--- src/rtl/alu_pkg.sv ---
// Shared datapath definitions for the ALU/multiplier slice: widths, step
// count and the multiplier state encoding.
package alu_pkg;

  localparam int DATA_WIDTH = 8;
  localparam int MULT_STEPS = 8;

  typedef enum logic [1:0] {
    IDLE = 2'd0,
    RUN  = 2'd1,
    DONE = 2'd2
  } mult_state_t;

endpackage

--- src/rtl/shift_add_multiplier.sv ---
// Sequential unsigned shift-add multiplier. One partial-product iteration per
// clock, using the parent's shared adder through the ADD_* port group.
module shift_add_multiplier #(
  parameter int WIDTH = alu_pkg::DATA_WIDTH
) (
  input  logic               CLK,
  input  logic               RST,
  input  logic               START,
  input  logic [WIDTH-1:0]   MULTIPLICAND,
  input  logic [WIDTH-1:0]   MULTIPLIER,
  output logic               READY,
  output logic               DONE,
  output logic [2*WIDTH-1:0] PRODUCT,
  output logic [WIDTH-1:0]   ADD_A,
  output logic [WIDTH-1:0]   ADD_B,
  output logic               ADD_C_IN,
  input  logic [WIDTH-1:0]   ADD_Y,
  input  logic               ADD_C_OUT
);

  localparam logic [2:0] LAST_STEP = 3'(alu_pkg::MULT_STEPS - 1);

  alu_pkg::mult_state_t state;
  logic [WIDTH-1:0]     m_reg;
  logic [WIDTH-1:0]     p_hi;
  logic [WIDTH-1:0]     p_lo;
  logic [2:0]           cnt;

  logic [WIDTH-1:0]     step_sum;
  logic                 step_carry;

  // The adder is fed only from registers, so there is no input-to-output path.
  assign ADD_A    = p_hi;
  assign ADD_B    = p_lo[0] ? m_reg : '0;
  assign ADD_C_IN = 1'b0;

  assign READY   = (state == alu_pkg::IDLE);
  assign DONE    = (state == alu_pkg::DONE);
  assign PRODUCT = {p_hi, p_lo};

  // When the multiplier bit is 0 the adder result is ignored entirely.
  always_comb begin
    step_sum   = p_hi;
    step_carry = 1'b0;
    if (p_lo[0]) begin
      step_sum   = ADD_Y;
      step_carry = ADD_C_OUT;
    end
  end

  always_ff @(posedge CLK) begin
    if (RST) begin
      state <= alu_pkg::IDLE;
      m_reg <= '0;
      p_hi  <= '0;
      p_lo  <= '0;
      cnt   <= '0;
    end else begin
      case (state)
        alu_pkg::IDLE: begin
          if (START) begin
            m_reg <= MULTIPLICAND;
            p_lo  <= MULTIPLIER;
            p_hi  <= '0;
            cnt   <= '0;
            state <= alu_pkg::RUN;
          end
        end
        alu_pkg::RUN: begin
          // 17-bit {carry, sum, p_lo} shifted right by one.
          {p_hi, p_lo} <= {step_carry, step_sum, p_lo[WIDTH-1:1]};
          cnt          <= cnt + 3'd1;
          if (cnt == LAST_STEP) begin
            state <= alu_pkg::DONE;
          end
        end
        alu_pkg::DONE: begin
          state <= alu_pkg::IDLE;
        end
        default: begin
          state <= alu_pkg::IDLE;
        end
      endcase
    end
  end

endmodule

--- config.mk ---
export PLATFORM = sky130hd
export DESIGN_NAME = shift_add_multiplier
export DESIGN_NICKNAME = d
export VERILOG_FILES = /design/src/rtl/alu_pkg.sv /design/src/rtl/shift_add_multiplier.sv
export SDC_FILE = /design/constraint.sdc
export NUM_CORES = 1
export LEC_CHECK = 0
export CORE_MARGIN = 3
export CORE_UTILIZATION = 44
export DETAILED_ROUTE_END_ITERATION = 10
export PLACE_DENSITY_LB_ADDON = 0.08
export SKIP_CTS_REPAIR_TIMING = 1
export SLEW_MARGIN = 15
export SYNTH_ARGS = -nofsm -noshare
export SYNTH_HDL_FRONTEND = slang
export SYNTH_SLANG_ARGS = --single-unit
--- constraint.sdc ---
create_clock -name CLK -period 3.8 [get_ports CLK]
set_input_delay 0.38 -clock CLK [delete_from_list [all_inputs] [get_ports CLK]]
set_output_delay 0.38 -clock CLK [all_outputs]
set_load 0.03 [all_outputs]
==> out/metrics.yaml, run 1 <==
logic_synthesis:
  synth_top_cell_by_area: "dfxtp_1"
  synth-warning-count: 0
  synthesis.nets: 199
  seq_area_frac_synth_pct: 41.80
  synth_top_area_share_pct: 41.80
  postSynthCellCount: 169
  ys_types: 27
  synthesis.area_per_instance_um2: 8.218
  number_of_enable_type_register_cells_in_the_synthesized_netlist: 0
  dominantRegCellSynth: "dfxtp_1"
  mappedNetlistArea_um2: 1389
  synth_area_leaders: "dfxtp_1 (42%), a21oi_1 (7.2%), nand2_1 (6.8%)"
  postSynthRegisterBits: 29
  asyncSetResetFlopFracSynth_pct: 0
grt:
  number_of_global_route_vias_before_repair: 1306
  pin_count_of_the_biggest_net_entering_global_routing: 30
  gr-total-overflow: 0
  grt_antenna_before_repair: 0
  track_usage_pct: 18.69
  global_route_wire_length_before_repair_um: 5920
route:
  via_per_inst: 4.840
  dr_total_vias: 1244
  dr.first_iter.drc_count: 67
  wirelength_um: 3311
  ant_nets: 0
  drc: 0
  drt_pass1_iterations: 4
  wl_per_cell_um: 12.88
worst_setup_path:
  endpoint_kind: "output pin"
  critical_path_peak_fanout: 19
  timing.setup.critical_path_class: "flip-flop to output pin"
  cp.required_ns: 3.42
  startpoint_type: "flip-flop"
  critical_path_arrival_ns: 2.01
timing:
  clock_skew_ns: 0.005982
  final_period_minus_worst_setup_slack_ns: 2.388
  slew_headroom_pct: 32.92
  unrepaired_setup_endpoints_after_global_routing: "no"
  achievable-frequency_mhz: 418.7
  timing.setup.tns_ns: 0
  final_count_of_hold_timing_violations: 0
  post-route-period-util_pct: 62.85
  report.final.slew_viol_count: 0
  worst_pin_slew_ns: 1.003
  holdWs_ns: 0.4600
  setup-violations-final: 0
placed_design:
  dpl_cell_area_um2: 1893
  gp_routability_congestion: 0.6991
  placedCellCount: 249
  portBuffers: 61
  post_dp_hpwl_um: 2324
finish:
  layout.cells.non_filler: 257
  mostFrequentLayoutCell: "clkdlybuf4s50_1"
  syn_to_final_growth_pct: 41.35
  drive_above_1_share_pct: 8.372
  filler_cell_count: 253
  final_area_um2: 1963
  multiInputGateArea_um2: 645.6
  nets: 244
  seqCellArea_um2: 580.6
  antennaDiodeCount: 0
  layout_common_cells: "clkdlybuf4s50_1 (61), dfxtp_1 (29), nand2_1 (25)"
die:
  die-width_um: 62.18
  io_pins: 63
  design.die.area_um2: 3866
  design.core.area_um2: 2877
  floorplan.initialDensity_pct: 48.28
  die-height_um: 62.18
  floorplan.rows: 19
clock_tree:
  number_of_h_tree_levels: 2
  clock_network_latency_to_the_later_pin_of_the_worst_skew_pair_ns: 0.32
  cts_max_path_buffers: 2
  cts_buffer_count: 5
  cts_root_buffer: "clkbuf_4"
  cts_tree: "yes"
  cts.clk_slew.worst_paths_ns: 0.10
  cts_sinks: 29
outcome:
  status: "finished clean"
hold_path:
  hold_path.class: "flip-flop to flip-flop"
power_and_ir_drop:
  leakage_uw: 0.0007436
  p_per_area_nw_per_um2: 362.3
  vdd_ir_drop_max_uv: 199.2
flow_run:
  max_cap_viol_count: 0
## metal layers
| metal | share of wire (%) | track usage (%) |
|---|---|---|
| met4 | 1.2 | 5.801 |
| met3 | 6.0 | 6.306 |
| met2 | 52 | 34.27 |
| met5 | 0 | 0 |
| met1 | 41 | 20.13 |
## area by class of cell
| class | count | area share (%) |
|---|---|---|
| inverter | 1 | 0.1912 |
| sequential | 29 | 29.57 |
| tap | 42 | 2.677 |
| multi-input combinational | 116 | 32.89 |
| clock buffer | 7 | 3.314 |
| timing repair buffer | 61 | 31.10 |
| clock inverter | 1 | 0.2549 |
## power by group
part / switching, µW / internal (µW) / leakage, µW
combinational: 80.7 / 75.7 / 0.000465
clock: 108 / 107 / 0.0000413
sequential: 18.4 / 322 / 0.000238
## kinds of logic after synthesis
| logic type | Yosys count | synth area share (%) |
|---|---|---|
| AO/OA/AOI/OAI | 25 | 10.45 |
| adder cells (fa/ha/maj) | 2 | 1.802 |
| buffers and inverters | 24 | 11.71 |
| flip-flops | 29 | 41.80 |
| multiplexers | 9 | 7.207 |
| other | 1 | 0.2700 |
| AND/OR/NAND/NOR | 79 | 26.76 |
## synthesized netlist by cell type, types with 3 or more instances
cell,count
a21oi_1,20
and2_1,8
buf_2,4
buf_4,9
buf_6,3
clkbuf_1,6
dfxtp_1,29
mux2_2,8
nand2_1,25
nand3_1,11
nor2_1,23
nor4_1,6
## final timing paths
path,cells after the start,slack [ns],startpoint,end
worst max-delay path,2,1.41,p_lo[0],ADD_B[0]
worst min-delay path,2,0.46,m_reg[7],m_reg[7]
worst max register to register,3,2.09,state[0],p_lo[1]
worst min register to register,2,0.46,m_reg[7],m_reg[7]
## per-stage QoR
step / setup WS, ns / util, % / total power (µW)
floorplan: 2.132 / - / 443.8
global placement: 1.659 / 65.81 / 500.6
detailed placement: 1.611 / 65.81 / 505.0
CTS: 1.368 / 68.25 / 717.9
global route: 1.276 / 68.25 / 750.7
finish: 1.412 / 68.25 / 711.3
## worst max-delay path, stage by stage, from the launching register on
cell and delay, ns:
dfxtp_1 0.77, and2_1 0.23, clkdlybuf4s50_1 0.68
Power figures use the tool's default switching activity.
==> inputs of run 2 (changes only) <==
CORE_UTILIZATION = 41   (was 44)
clock period = 2.3 ns   (was 3.8 ns; I/O delays follow)
==> run 2 against run 1 <==
Net effect: cell count grew 1.9%; wire length shrank 2.9%; core utilization shrank 5.9 points; worst hold slack lost 0.0036 ns; sequential share of layout area shrank 0.057 points; cell area grew 0.19%; largest cell class unchanged; clock power grew 33%.
==> out/metrics.yaml, run 2 (same netlist as run 1, synthesis figures left out) <==
outcome:
  status: "finished clean"
route:
  met1_length_um: 1406
  via_per_inst: 4.813
  wirelength_um: 3214
  drc: 0
  dr.first_iter.drc_count: 75
  met2RoutedLength_um: 1546
  dr_wl_met3_um: 216
  routed.top_layer: "met4"
  drt_pass1_iterations: 4
  dr_total_vias: 1261
  wl_per_cell_um: 12.27
  ant_nets: 0
die:
  die-width_um: 64.20
  design.die.area_um2: 4122
  floorplan.rows: 20
  io_pins: 63
  die-height_um: 64.20
  floorplan.initialDensity_pct: 44.05
  design.core.area_um2: 3153
worst_setup_path:
  crit_family: "buffers and inverters"
  cp.required_ns: 2.07
  r2r-end: "cnt[0]"
  critPathBufInv: 2
  endpoint_kind: "output pin"
  reg2reg_depth: 3
  critical_path_peak_fanout: 12
  cp_slowest_stage_delay_ns: 0.68
  startpoint_type: "flip-flop"
  cp_slowest_cell: "clkdlybuf4s50_1"
  timing.reg2reg.setup_slack_ns: 0.75
  critical_path_arrival_ns: 1.79
  timing.setup.critical_path_class: "flip-flop to output pin"
  rr_startpoint: "state[1]"
  cp_cell_sequence: "buf_4, clkdlybuf4s50_1"
grt:
  number_of_global_route_vias_before_repair: 1191
  pin_count_of_the_biggest_net_entering_global_routing: 20
  gr-total-overflow: 0
  grt_antenna_before_repair: 0
  track_usage_pct: 16.32
  global_route_wire_length_before_repair_um: 5257
clock_tree:
  cts_sinks: 29
  number_of_h_tree_levels: 2
  cts_max_path_buffers: 2
  cts.clk_slew.worst_paths_ns: 0.09
  cts_buffer_count: 5
  cts_tree: "yes"
  cts_root_buffer: "clkbuf_4"
  clock_network_latency_to_the_later_pin_of_the_worst_skew_pair_ns: 0.32
power_and_ir_drop:
  power.clock.fraction_pct: 25.8
  comb_power_share_pct: 24.0
  cell_internal_pwr_uw: 782.7
  leakage_uw: 0.0007434
  vdd_ir_drop_max_uv: 395.8
  power.share.switching_pct: 29.57
  p_per_area_nw_per_um2: 565.0
  power.net_switching_uw: 328.6
  power.sequential.fraction_pct: 50.2
timing:
  setup-violations-final: 0
  timing.setup.tns_ns: 0
  clock_skew_ns: 0.007943
  holdWs_ns: 0.4564
  final_period_minus_worst_setup_slack_ns: 2.018
  unrepaired_setup_endpoints_after_global_routing: "no"
  report.final.slew_viol_count: 0
  slew_headroom_pct: 51.77
  worst_pin_slew_ns: 0.7235
  final_count_of_hold_timing_violations: 0
  achievable-frequency_mhz: 495.6
  post-route-period-util_pct: 87.72
finish:
  layout_common_cells: "clkdlybuf4s50_1 (61), dfxtp_1 (29), nand2_1 (25)"
  drive_above_1_share_pct: 8.257
  syn_to_final_growth_pct: 41.62
  antennaDiodeCount: 0
  mostFrequentLayoutCell: "clkdlybuf4s50_1"
  nets: 247
hold_path:
  hold_path.class: "input port to flip-flop"
  hold-path-endpoint: "m_reg[5]"
  worstHoldPathCells: 3
  min_from: "MULTIPLICAND[5]"
placed_design:
  post_dp_hpwl_um: 2344
  gp_routability_congestion: 0.7044
  portBuffers: 61
flow_run:
  max_cap_viol_count: 0
==> run 2: cell count changes in the layout (fill, tap and decap cells not counted), sizes merged <==
cell    delta
buf        +3
clkbuf     +1
clkinv     -1
==> run 2: worst register-to-register path, stage by stage, from the launching register on <==
cell,delay (ns)
dfxtp_1,0.48
nand2b_1,0.63
mux2_2,0.28
nor2_1,0.04
==> run 2: power groups by stage <==
stage	Clock [µW]	Combinational (µW)	Sequential (µW)
finish	287	267	557
global route	322	289	562
CTS	300	271	558
detailed placement	0	270	569
global placement	0	267	568
floorplan	0	140	593
==> run 2: how the worst max path moves through the flow <==
stage               cells past startpoint    start  slack [ns]    endpoint
finish                                  2  p_lo[0]        0.28  PRODUCT[0]
global route                            2  p_lo[0]        0.16  PRODUCT[0]
CTS                                     2  p_lo[0]        0.24  PRODUCT[0]
detailed placement                      5    START        0.42    ADD_A[0]
global placement                        5    START        0.46    ADD_A[1]
floorplan                               3  p_lo[0]        0.78    ADD_B[0]
==> run 2: through the flow <==
step / std cells / total power, µW / utilization, % / setup WS (ns) / area (µm²)
6_report: 262 / 1111 / 62.38 / 0.2824 / 1967
5_1_grt: 262 / 1173 / 62.38 / 0.1583 / 1967
4_1_cts: 262 / 1128 / 62.38 / 0.2433 / 1967
3_5_place_dp: 254 / 838.9 / 60.83 / 0.4158 / 1918
3_3_place_gp: 254 / 834.4 / 60.83 / 0.4581 / 1918
2_1_floorplan: 169 / 733.3 / - / 0.7822 / 1389
==> run 2: cell type report <==
type,count,area (µm²)
Multi-Input combinational cell,116,645.6
Sequential cell,29,580.6
Tap cell,44,55.05
Fill cell,308,1186
Timing Repair Buffer,64,633.1
Clock buffer,8,48.80
Inverter,1,3.754
==> run 2: layer usage <==
metal / GRT usage (%) / vias to the layer above
met2: 27.23 / 46
met3: 6.678 / 4
met1: 18.45 / 562
li1: - / 649
met4: 6.332 / 0
met5: 0 / -
==> inputs of run 3 (changes only) <==
CORE_UTILIZATION = 44   (was 41)
SKIP_CTS_REPAIR_TIMING = unset   (was 1)
clock period = 2.6 ns   (was 2.3 ns; I/O delays follow)
==> run 3 against run 2 <==
Net effect: power fell by 6.2%; global-route usage increased by 1.9 points; largest power group unchanged; clock-buffer cell count fell by 1; die area is 6.2% lower; worst hold slack lost 0.0026 ns; combinational power decreased by 14%; flip-flop and latch count unchanged; cell area grew 0.19%; worst setup slack gained 0.025 ns; via count grew 2.0%; clock skew shrank 0.0021 ns; cell count is 1.5% lower.
==> out/metrics.yaml, run 3 (same netlist as run 1, synthesis figures left out) <==
power_and_ir_drop:
  comb_power_share_pct: 22.0
  power.clock.fraction_pct: 30.3
  vdd_ir_drop_max_uv: 283.9
  power.sequential.fraction_pct: 47.7
  cell_internal_pwr_uw: 738.2
  power.share.switching_pct: 29.16
  power.net_switching_uw: 303.9
  p_per_area_nw_per_um2: 528.8
  leakage_uw: 0.0007484
grt:
  pin_count_of_the_biggest_net_entering_global_routing: 27
  grt.met3_usage_pct: 7.027
  global_route_met1_utilization_pct: 19.20
  grt_max_usage_layer: "met2"
  grt.met2_usage_pct: 33.47
  number_of_global_route_vias_before_repair: 1277
  track_usage_pct: 18.19
  global_route_wire_length_before_repair_um: 5775
  gr-total-overflow: 0
  grt_antenna_before_repair: 0
clock_tree:
  post-cts-setup-buffer-count: 0
  cts_sinks: 29
  number_of_h_tree_levels: 2
  holdBufCountCts: 0
  cts_tree: "yes"
  ctsResizeCount: 0
  cts_buffer_count: 5
  clock_network_latency_to_the_later_pin_of_the_worst_skew_pair_ns: 0.33
  cts.clk_slew.worst_paths_ns: 0.09
  cts_root_buffer: "clkbuf_4"
  cts_max_path_buffers: 2
die:
  design.die.area_um2: 3866
  floorplan.initialDensity_pct: 48.28
  die-height_um: 62.18
  die-width_um: 62.18
  design.core.area_um2: 2877
  io_pins: 63
  floorplan.rows: 19
route:
  wirelength_um: 3271
  via_per_inst: 4.984
  ant_nets: 0
  dr_total_vias: 1286
  dr.first_iter.drc_count: 70
  drc: 0
  wl_per_cell_um: 12.68
  drt_pass1_iterations: 4
worst_setup_path:
  crit_family: "flip-flops"
  endpoint_kind: "output pin"
  startpoint_type: "flip-flop"
  timing.setup.critical_path_class: "flip-flop to output pin"
  cp_slowest_stage_delay_ns: 0.79
  critPathBufInv: 1
  cp_cell_sequence: "and2_1, clkdlybuf4s50_1"
  critical_path_peak_fanout: 19
  cp.required_ns: 2.34
  cp_slowest_cell: "dfxtp_1"
  critical_path_arrival_ns: 2.03
finish:
  filler_cell_count: 264
  final_area_um2: 1971
  syn_to_final_growth_pct: 41.89
  layout_common_cells: "clkdlybuf4s50_1 (61), dfxtp_1 (29), nand2_1 (25)"
  seqCellArea_um2: 580.6
  end_of_flow_core_utilization_pct: 68.51
  nets: 245
  multiInputGateArea_um2: 645.6
  layout.cells.non_filler: 258
  mostFrequentLayoutCell: "clkdlybuf4s50_1"
  antennaDiodeCount: 0
  drive_above_1_share_pct: 8.796
timing:
  achievable-frequency_mhz: 436.1
  final_period_minus_worst_setup_slack_ns: 2.293
  setup-violations-final: 0
  clock_skew_ns: 0.005861
  unrepaired_setup_endpoints_after_global_routing: "no"
  slew_headroom_pct: 42.16
  post-route-period-util_pct: 88.19
  report.final.slew_viol_count: 0
  final_count_of_hold_timing_violations: 0
  worst_pin_slew_ns: 0.8676
  timing.setup.tns_ns: 0
outcome:
  status: "finished clean"
placed_design:
  placedCellCount: 250
  gp_routability_congestion: 0.7070
  portBuffers: 61
  dpl_cell_area_um2: 1901
  post_dp_hpwl_um: 2322
hold_path:
  hold_path.class: "flip-flop to flip-flop"
flow_run:
  max_cap_viol_count: 0
==> run 3: path summary, 6_finish.rpt <==
| check | startpoint | end | slack [ns] | cells after the start |
|---|---|---|---|---|
| min | m_reg[2] | m_reg[2] | 0.45 | 2 |
| max | p_lo[0] | ADD_B[0] | 0.31 | 2 |
| min reg2reg | m_reg[2] | m_reg[2] | 0.45 | 2 |
| max reg2reg | state[0] | p_lo[5] | 0.93 | 3 |
==> run 3: per-stage QoR <==
stage	hold WS [ns]	setup slack, ns	power [µW]
floorplan	0.3960	1.052	648.7
global placement	0.4368	0.5767	732.7
detailed placement	0.4423	0.5533	738.7
CTS	0.4551	0.2697	1052
global route	0.4667	0.1871	1090
finish	0.4538	0.3071	1042
==> run 3: cell type report <==
| type | count | area share (%) |
|---|---|---|
| flip-flops and latches | 29 | 29.46 |
| inverters | 1 | 0.1905 |
| clock inverters | 1 | 0.2540 |
| well taps | 42 | 2.667 |
| repair buffers | 62 | 31.37 |
| clock buffers | 7 | 3.302 |
| multi-input cells | 116 | 32.76 |
==> run 3: power groups by stage <==
| stage | Combinational [µW] | Sequential [µW] | Clock (µW) |
|---|---|---|---|
| 2_1_floorplan | 124 | 525 | 0 |
| 3_3_place_gp | 227 | 506 | 0 |
| 3_5_place_dp | 231 | 508 | 0 |
| 4_1_cts | 232 | 498 | 323 |
| 5_1_grt | 249 | 502 | 339 |
| 6_report | 229 | 497 | 316 |
==> run 3: worst min-delay path, delay by kind of cell, from the launching register on <==
kind	cells	cell delay, ns
simple gates	1	0.05
flops	1	0.31
compound gates	1	0.05
==> run 3: routing by layer <==
metal	share of wire, %	routed length (µm)
met5	0	0
met4	1.4	46
met3	6.9	225
met2	52	1696
met1	40	1303
